[src/rtl/ariane_pkg.sv]
// rtl/ariane_pkg.sv - shared FLU class encoding and multiplier latency bound
package ariane_pkg;

    localparam int unsigned MAX_MUL_LAT = 4;

    typedef enum logic [2:0] {
        ALU    = 3'd0,
        BRANCH = 3'd1,
        CSR    = 3'd2,
        MUL    = 3'd3,
        DIV    = 3'd4
    } flu_class_e;

endpackage

[src/rtl/flu_wb_slot_tracker.sv]
// rtl/flu_wb_slot_tracker.sv - writeback slot reservation and trans-id shift register
module flu_wb_slot_tracker #(
    parameter int unsigned MulLat      = 1,
    parameter int unsigned TransIdBits = 3
) (
    input  logic                   clk_i,
    input  logic                   rst_ni,
    input  logic                   clear_i,
    input  logic                   set_i,
    input  logic [TransIdBits-1:0] set_trans_id_i,
    output logic [MulLat:0]        resv_o,
    output logic                   wb_valid_o,
    output logic [TransIdBits-1:0] wb_trans_id_o
);

    logic [MulLat:0]                   resv_q, resv_d;
    logic [MulLat:0][TransIdBits-1:0]  tid_q, tid_d;

    // The storage is indexed relative to the next cycle: a MUL granted now
    // claims slot MulLat, which after this edge sits at index MulLat-1.
    assign resv_d = clear_i ? '0
                  : ({1'b0, resv_q[MulLat:1]} | ({{MulLat{1'b0}}, set_i} << (MulLat - 1)));

    for (genvar k = 0; k <= MulLat; k++) begin : g_tid
        if (k == MulLat) begin : g_top
            assign tid_d[k] = '0;
        end else if (k == MulLat - 1) begin : g_set
            assign tid_d[k] = clear_i ? '0 : (set_i ? set_trans_id_i : tid_q[k+1]);
        end else begin : g_shift
            assign tid_d[k] = clear_i ? '0 : tid_q[k+1];
        end
    end

    always_ff @(posedge clk_i or negedge rst_ni) begin
        if (!rst_ni) begin
            resv_q <= '0;
            tid_q  <= '0;
        end else begin
            resv_q <= resv_d;
            tid_q  <= tid_d;
        end
    end

    assign resv_o        = resv_q;
    assign wb_valid_o    = resv_q[0];
    assign wb_trans_id_o = tid_q[0];

endmodule

[src/rtl/flu_issue_scheduler.sv]
// rtl/flu_issue_scheduler.sv - FLU issue gating against the shared writeback port
module flu_issue_scheduler
    import ariane_pkg::*;
#(
    parameter int unsigned MulLat      = 1,
    parameter int unsigned TransIdBits = 3
) (
    input  logic                   clk_i,
    input  logic                   rst_ni,
    input  logic                   flush_i,
    input  logic                   issue_valid_i,
    input  flu_class_e             issue_fu_i,
    input  logic [TransIdBits-1:0] issue_trans_id_i,
    output logic                   issue_ready_o,
    output logic                   alu_valid_o,
    output logic                   branch_valid_o,
    output logic                   csr_valid_o,
    output logic                   mult_valid_o,
    input  logic                   csr_commit_i,
    input  logic                   div_done_i,
    output logic                   exp_wb_valid_o,
    output logic [TransIdBits-1:0] exp_wb_trans_id_o,
    output logic                   slot_stall_o
);

    if (MulLat < 1 || MulLat > MAX_MUL_LAT) begin : g_bad_mul_lat
        $error("flu_issue_scheduler: MulLat out of range");
    end

    logic            csr_pending_q, div_busy_q;
    logic [MulLat:0] resv;
    logic            legal, slot_free, base_ok, grant;

    always_comb begin
        legal     = 1'b1;
        slot_free = 1'b0;
        case (issue_fu_i)
            ALU, BRANCH, CSR: slot_free = ~resv[0] & ~div_done_i;
            MUL:              slot_free = ~resv[MulLat];
            DIV:              slot_free = ~|resv;
            default:          legal     = 1'b0;
        endcase
    end

    assign base_ok       = ~flush_i & ~csr_pending_q & ~div_busy_q;
    assign issue_ready_o = base_ok & legal & slot_free;
    assign grant         = issue_valid_i & issue_ready_o;
    // Stall is attributed to the port only when nothing else would have blocked.
    assign slot_stall_o  = issue_valid_i & base_ok & legal & ~slot_free;

    assign alu_valid_o    = grant & (issue_fu_i == ALU);
    assign branch_valid_o = grant & (issue_fu_i == BRANCH);
    assign csr_valid_o    = grant & (issue_fu_i == CSR);
    assign mult_valid_o   = grant & ((issue_fu_i == MUL) | (issue_fu_i == DIV));

    always_ff @(posedge clk_i or negedge rst_ni) begin
        if (!rst_ni) begin
            csr_pending_q <= 1'b0;
            div_busy_q    <= 1'b0;
        end else if (flush_i) begin
            csr_pending_q <= 1'b0;
            div_busy_q    <= 1'b0;
        end else begin
            if (grant && issue_fu_i == CSR) csr_pending_q <= 1'b1;
            else if (csr_commit_i)          csr_pending_q <= 1'b0;
            if (grant && issue_fu_i == DIV) div_busy_q <= 1'b1;
            else if (div_done_i)            div_busy_q <= 1'b0;
        end
    end

    flu_wb_slot_tracker #(
        .MulLat      (MulLat),
        .TransIdBits (TransIdBits)
    ) u_slot_tracker (
        .clk_i          (clk_i),
        .rst_ni         (rst_ni),
        .clear_i        (flush_i),
        .set_i          (grant && issue_fu_i == MUL),
        .set_trans_id_i (issue_trans_id_i),
        .resv_o         (resv),
        .wb_valid_o     (exp_wb_valid_o),
        .wb_trans_id_o  (exp_wb_trans_id_o)
    );

endmodule

[config.mk]
export PLATFORM = sky130hd
export DESIGN_NAME = flu_issue_scheduler
export DESIGN_NICKNAME = d
export VERILOG_FILES = /design/src/rtl/ariane_pkg.sv /design/src/rtl/flu_wb_slot_tracker.sv /design/src/rtl/flu_issue_scheduler.sv
export SDC_FILE = /design/constraint.sdc
export NUM_CORES = 1
export LEC_CHECK = 0
export ABC_AREA = 1
export ABC_CLOCK_PERIOD_IN_PS = 2800
export BUFFER_PORTS_ARGS = -buffer_cell sky130_fd_sc_hd__buf_2
export CORE_AREA = 10 10 47 49
export CTS_CLUSTER_DIAMETER = 200
export CTS_CLUSTER_SIZE = 14
export DETAILED_ROUTE_END_ITERATION = 6
export DIE_AREA = 0 0 57 59
export MAX_ROUTING_LAYER = met4
export PLACE_DENSITY = 0.63
export SLEW_MARGIN = 20
export SYNTH_ARGS = -nofsm -noshare
export SYNTH_HDL_FRONTEND = slang
export SYNTH_HIERARCHICAL = 1
export SYNTH_SLANG_ARGS = --single-unit
[constraint.sdc]
create_clock -name clk_i -period 2.8 [get_ports clk_i]
set_input_delay 0.56 -clock clk_i [delete_from_list [all_inputs] [get_ports clk_i]]
set_output_delay 0.56 -clock clk_i [all_outputs]
set_load 0.03 [all_outputs]
; After elaboration in Yosys (flattened, before gate mapping)
; Index checks and enable logic that the tools add are counted.
[word_totals]
reg_bits = 7
out_inout_bits = 10
[classes]
reduce_logical = 10
eq_ne = 4
muxes = 11
bitwise = 22
[ops]
columns = cell, n
row1 = bitwise AND 1 bit, 13
row2 = 2-to-1 mux 1 bit, 7
row3 = NOT 1 bit, 7
row4 = equality test 3 x 2 -> 1 bit (second input constant), 2
row5 = 2-to-1 mux 3 bit, 2
row6 = nonzero test 3 bit, 2
row7 = OR reduction 5 bit, 1
row8 = equality test 3 x 1 -> 1 bit (second input constant), 1
row9 = equality test 3 bit (second input constant), 1
row10 = logical AND 1 bit, 3
row11 = zero test 3 bit, 1
row12 = case mux 1 bit (3 select lines), 1
row13 = OR reduction 3 bit, 1
row14 = 2-to-1 mux 2 bit, 1
row15 = bitwise OR 1 bit, 2
row16 = OR reduction 2 bit, 1
row17 = zero test 1 bit, 1

; Logic depth before layout (Yosys ltp)
[logic_depth]
ltp_word = 9
mapped_depth = 8
depth_no_buf = 8

; By module
; Netlist, hierarchy kept.
[modules_own_cells]
columns = mod, cells_per_inst, seq_area_each_um2, area_per_inst_um2, instances
row1 = flu_issue_scheduler, 43, 50.0, 281.5, 1
row2 = flu_wb_slot_tracker, 15, 100.1, 148.9, 1

; Worst setup path before layout
; OpenSTA, ideal clock, no wires.
[synth_timing]
path_kind = reg-to-output
startpoint = register u_slot_tracker.resv_q[0], in the netlist u_slot_tracker/resv_o[0]
endpoint = output port slot_stall_o
path_buffers = 1
path_stages_with_launch = 6
t_arrival_ps = 1585
path_slack_ps = 655
t_required_ps = 2240
path_cell_list = dfrtp_1 -> buf_4 -> nor2_1 -> nand3_1 -> nand3_4 -> nor3_1
[synth_between]
elab_chain_cells = 5
elab_cells_between_ends = 7
classes_between = mux (1) / bitwise (4) / reduce/logical (2)
[synth_lines]
columns = element, line
row1 = "start, declared", flu_wb_slot_tracker.sv:16  ; logic [MulLat:0] resv_q, resv_d;
row2 = "start signal, assigned", flu_wb_slot_tracker.sv:39  ; resv_q <= resv_d;
row3 = OR reduction 2 bit or NOT 1 bit (tied branches), "flu_issue_scheduler.sv:40, flu_issue_scheduler.sv:38"
row4 = zero test 1 bit or bitwise AND 1 bit (tied branches), "flu_issue_scheduler.sv:40, flu_issue_scheduler.sv:38"
row5 = case mux 1 bit (3 select lines) *, flu_issue_scheduler.sv:37  ; case (issue_fu_i)
row6 = NOT 1 bit *, flu_issue_scheduler.sv:49  ; assign slot_stall_o = issue_valid_i & base_ok & legal & ~slot_free;
row7 = bitwise AND 1 bit *, flu_issue_scheduler.sv:49
row8 = "end, declared", flu_issue_scheduler.sv:23  ; output logic slot_stall_o
; Mark *: on every way between the ends. The rest lies on a longest branch, timed or not.

; Worst setup path after layout
[layout_timing]
startpoint = input port issue_fu_i[1]
endpoint = output port mult_valid_o
[layout_between]
elab_chain_cells = 7
elab_cells_between_ends = 14
classes_between = eq/ne (4) / mux (2) / bitwise (5) / reduce/logical (3)
[layout_lines]
columns = element, line
row1 = "start, declared", flu_issue_scheduler.sv:12  ; input flu_class_e issue_fu_i,
row2 = "equality test 3 x 1 -> 1 bit, or another cell as far along", flu_issue_scheduler.sv:37
row3 = OR reduction 5 bit (no line), --
row4 = 2-to-1 mux 1 bit, flu_issue_scheduler.sv:37
row5 = bitwise AND 1 bit (2 in a row), flu_issue_scheduler.sv:46  ; assign issue_ready_o = base_ok & legal & slot_free;
row6 = bitwise AND 1 bit, flu_issue_scheduler.sv:47  ; assign grant = issue_valid_i & issue_ready_o;
row7 = bitwise AND 1 bit *, flu_issue_scheduler.sv:54  ; assign mult_valid_o = grant & ((issue_fu_i == MUL) | (issue_fu_i == DIV));
row8 = "end, declared", flu_issue_scheduler.sv:18  ; output logic mult_valid_o,
; Marked as above.

==> flow_summary.json <==
{
  "drc": 0,
  "powerDensity_nw_per_um2": 362.1,
  "fin_area_sq_um": 563.0,
  "antenna_found_initial": 0,
  "place_inst": 93,
  "utilization_pct": 40.18,
  "cp_num_buf_inv": 2,
  "insertion_delay_ns": 0.24,
  "cts_setup_buffers": 0,
  "grt.overflow.total": 0,
  "syn-cell-area_sq_um": 430.4,
  "min_period_over_period_pct": 73.37,
  "place_area_sq_um": 540.5,
  "antenna_cells": 0,
  "io_pins": 22,
  "drtIter0Drc": 2,
  "instances_no_fill": 96,
  "cp_slowest_cell": "buf_2",
  "slew_viol_final": 0,
  "hold_buffers": 0,
  "grt_pass1_wl_microns": 1587,
  "start_kind": "primary input",
  "fin_skew_ns": 0.004577,
  "root_buffer": "clkbuf_4",
  "hold_path.class": "primary input to async pin",
  "r2r-start": "div_busy_q",
  "first_pass_iters": 3,
  "globalRouteTotalUtil_pct": 5.780,
  "syn_avg_cell_area_sq_um": 7.421,
  "cts_tree": "built",
  "fin_setup_tns_ns": 0,
  "cp.depth": 7,
  "drv_cap": 0,
  "finalNetCount": 94,
  "crit_start": "issue_fu_i[1]",
  "nFillCells": 155,
  "clk_pin_slew_ns": 0.04,
  "leakagePower_nw": 0.3174,
  "via_count": 413,
  "vias_per_cell": 4.302,
  "core-area_sq_um": 1401,
  "ant_nets": 0,
  "yosysSeqAreaShare_pct": 34.88,
  "cts_buffer_depth": 2,
  "fmax_mhz": 486.8,
  "path_class": "primary input to output port",
  "postSynthRegisterBits": 6,
  "hold_slack_ns": 0.1338,
  "crit_arrival_ns": 1.49,
  "synth.distinct_cells": 21,
  "grt_start_max_net_pins": 9,
  "cp.required_ns": 2.24,
  "wirelength_microns": 1003,
  "yosysWarnings": 6,
  "cts-resized-gates": 0,
  "r2r_slack_ns": 1.45,
  "htree_levels": 1,
  "dp_hpwl_microns": 883,
  "wire_per_inst_microns": 10.45,
  "grt_pass1_vias": 393,
  "path_max_fanout": 5,
  "worstReg2RegEnd": "u_slot_tracker/wb_trans_id_o[0]",
  "setup.worst_path.end": "mult_valid_o",
  "routabilityCongestion": 0.8136,
  "end_kind": "output port",
  "layout_min_cycle_time_ns": 2.054,
  "slowest_delay_ns": 0.20,
  "critPathTopFamily": "simple AND/OR/NAND/NOR gates",
  "cp_cell_sequence": "buf_2, nor2_2, nand3_1, nand3_4, nand2_4, a21oi_2, buf_2",
  "die_area_sq_um": 3363,
  "finalHoldViolCount": 0,
  "syn_inst": 58,
  "rsz0062_at_grt": "false",
  "die_w_microns": 57,
  "ir_worst_vdd_uv": 295.5,
  "numCtsBuffers": 3,
  "r2r_cells": 7,
  "status": "finished, final reports clean",
  "setup_viol": 0,
  "dieHeight_microns": 59,
  "port_buffers": 21,
  "start_util_pct": 30.71,
  "synth_nets": 70,
  "rows": 14,
  "crit_path_frequent_cell": "buf_2",
  "clkSinkCount": 6,
  "drive_gt1_share_pct": 48.75,
  "synthToLayoutAreaGrowth_pct": 30.81
}
synthesized netlist by cell type, drive strengths merged:
master   n  share of area (%)
nor3     2                2.3
nand2   10                 11
o21ai    2                3.2
or2      2                2.9
buf      2                3.5
dfrtp    6                 35
nor4     1                1.5
nand3    6                 11
nor2    14                 17
inv     10                8.7
a21oi    2                3.2
conb     1               0.87
how the worst min path moves through the flow:
stage | from | end | cells past startpoint
CTS | rst_ni | u_slot_tracker/wb_trans_id_o[0] | 1
floorplan | rst_ni | csr_pending_q | 0
finish | rst_ni | u_slot_tracker/wb_trans_id_o[0] | 1
detailed placement | rst_ni | u_slot_tracker/wb_trans_id_o[0] | 1
global route | rst_ni | u_slot_tracker/wb_trans_id_o[0] | 1
global placement | rst_ni | u_slot_tracker/wb_trans_id_o[0] | 1
worst register-to-register path, cell delays in order, from the launching register on:
cell and delay, ns:
dfrtp_1 0.38, nor2_1 0.09, nand3_1 0.14, nor2_4 0.17
nand2_4 0.08, nor2_1 0.25, nand2_1 0.10, nor2_1 0.08
cells by family after synthesis:
group                  Yosys count  share of synthesized area, %
and+or+nand+nor                 35                         45.64
AOI/OAI and AO/OA                4                         6.394
other                            1                        0.8713
buffers and inverters           12                         12.21
DFF                              6                         34.88
final cells by class:
type / count / area (sq um) / share of cell area (%)
tap: 16 / 20.02 / 3.556
clock buffer: 3 / 22.52 / 4.000
inverter: 10 / 37.54 / 6.667
timing repair buffer: 21 / 105.1 / 18.67
multi-input combinational: 40 / 227.7 / 40.44
sequential: 6 / 150.1 / 26.67
metrics by stage:
stage / setup WS (ns) / total power [mW]
floorplan: 0.6551 / 0.1141
global placement: 0.7577 / 0.1295
detailed placement: 0.7289 / 0.1300
CTS: 0.7305 / 0.2074
global route: 0.6383 / 0.2187
finish: 0.7456 / 0.2039
layout by cell type (no fill, tap or decap), drive strengths merged:
master  count
buf        21
nor2       14
inv        10
nand2      10
dfrtp       6
nand3       6
clkbuf      3
nor3        2
or2         2
a21oi       2
o21ai       2
nor4        1
conb        1
where the power goes:
group / total (mW) / switching [mW] / internal [mW] / leakage [nW]
Clock: 0.0754 / 0.0272 / 0.0482 / 0.0138
Sequential: 0.0876 / 0.000171 / 0.0874 / 0.0838
Combinational: 0.0409 / 0.0262 / 0.0146 / 0.220
Total: 0.204 / 0.0536 / 0.150 / 0.317
sequential cells by signal, indices dropped and copies added (netlist names):
register	cells
u_slot_tracker/resv_o	1
csr_pending_q	1
div_busy_q	1
u_slot_tracker/wb_trans_id_o	3
per-layer routing:
layer	track usage [%]	part of all wire (%)	up-vias	wire, microns
met5	-	0	-	0
li1	-	-	222	-
met1	6.548	43	181	427
met4	1.007	0	0	0
met2	9.612	54	10	542
met3	2.146	3.3	0	33
No activity file was read; power rests on OpenSTA's default activity.
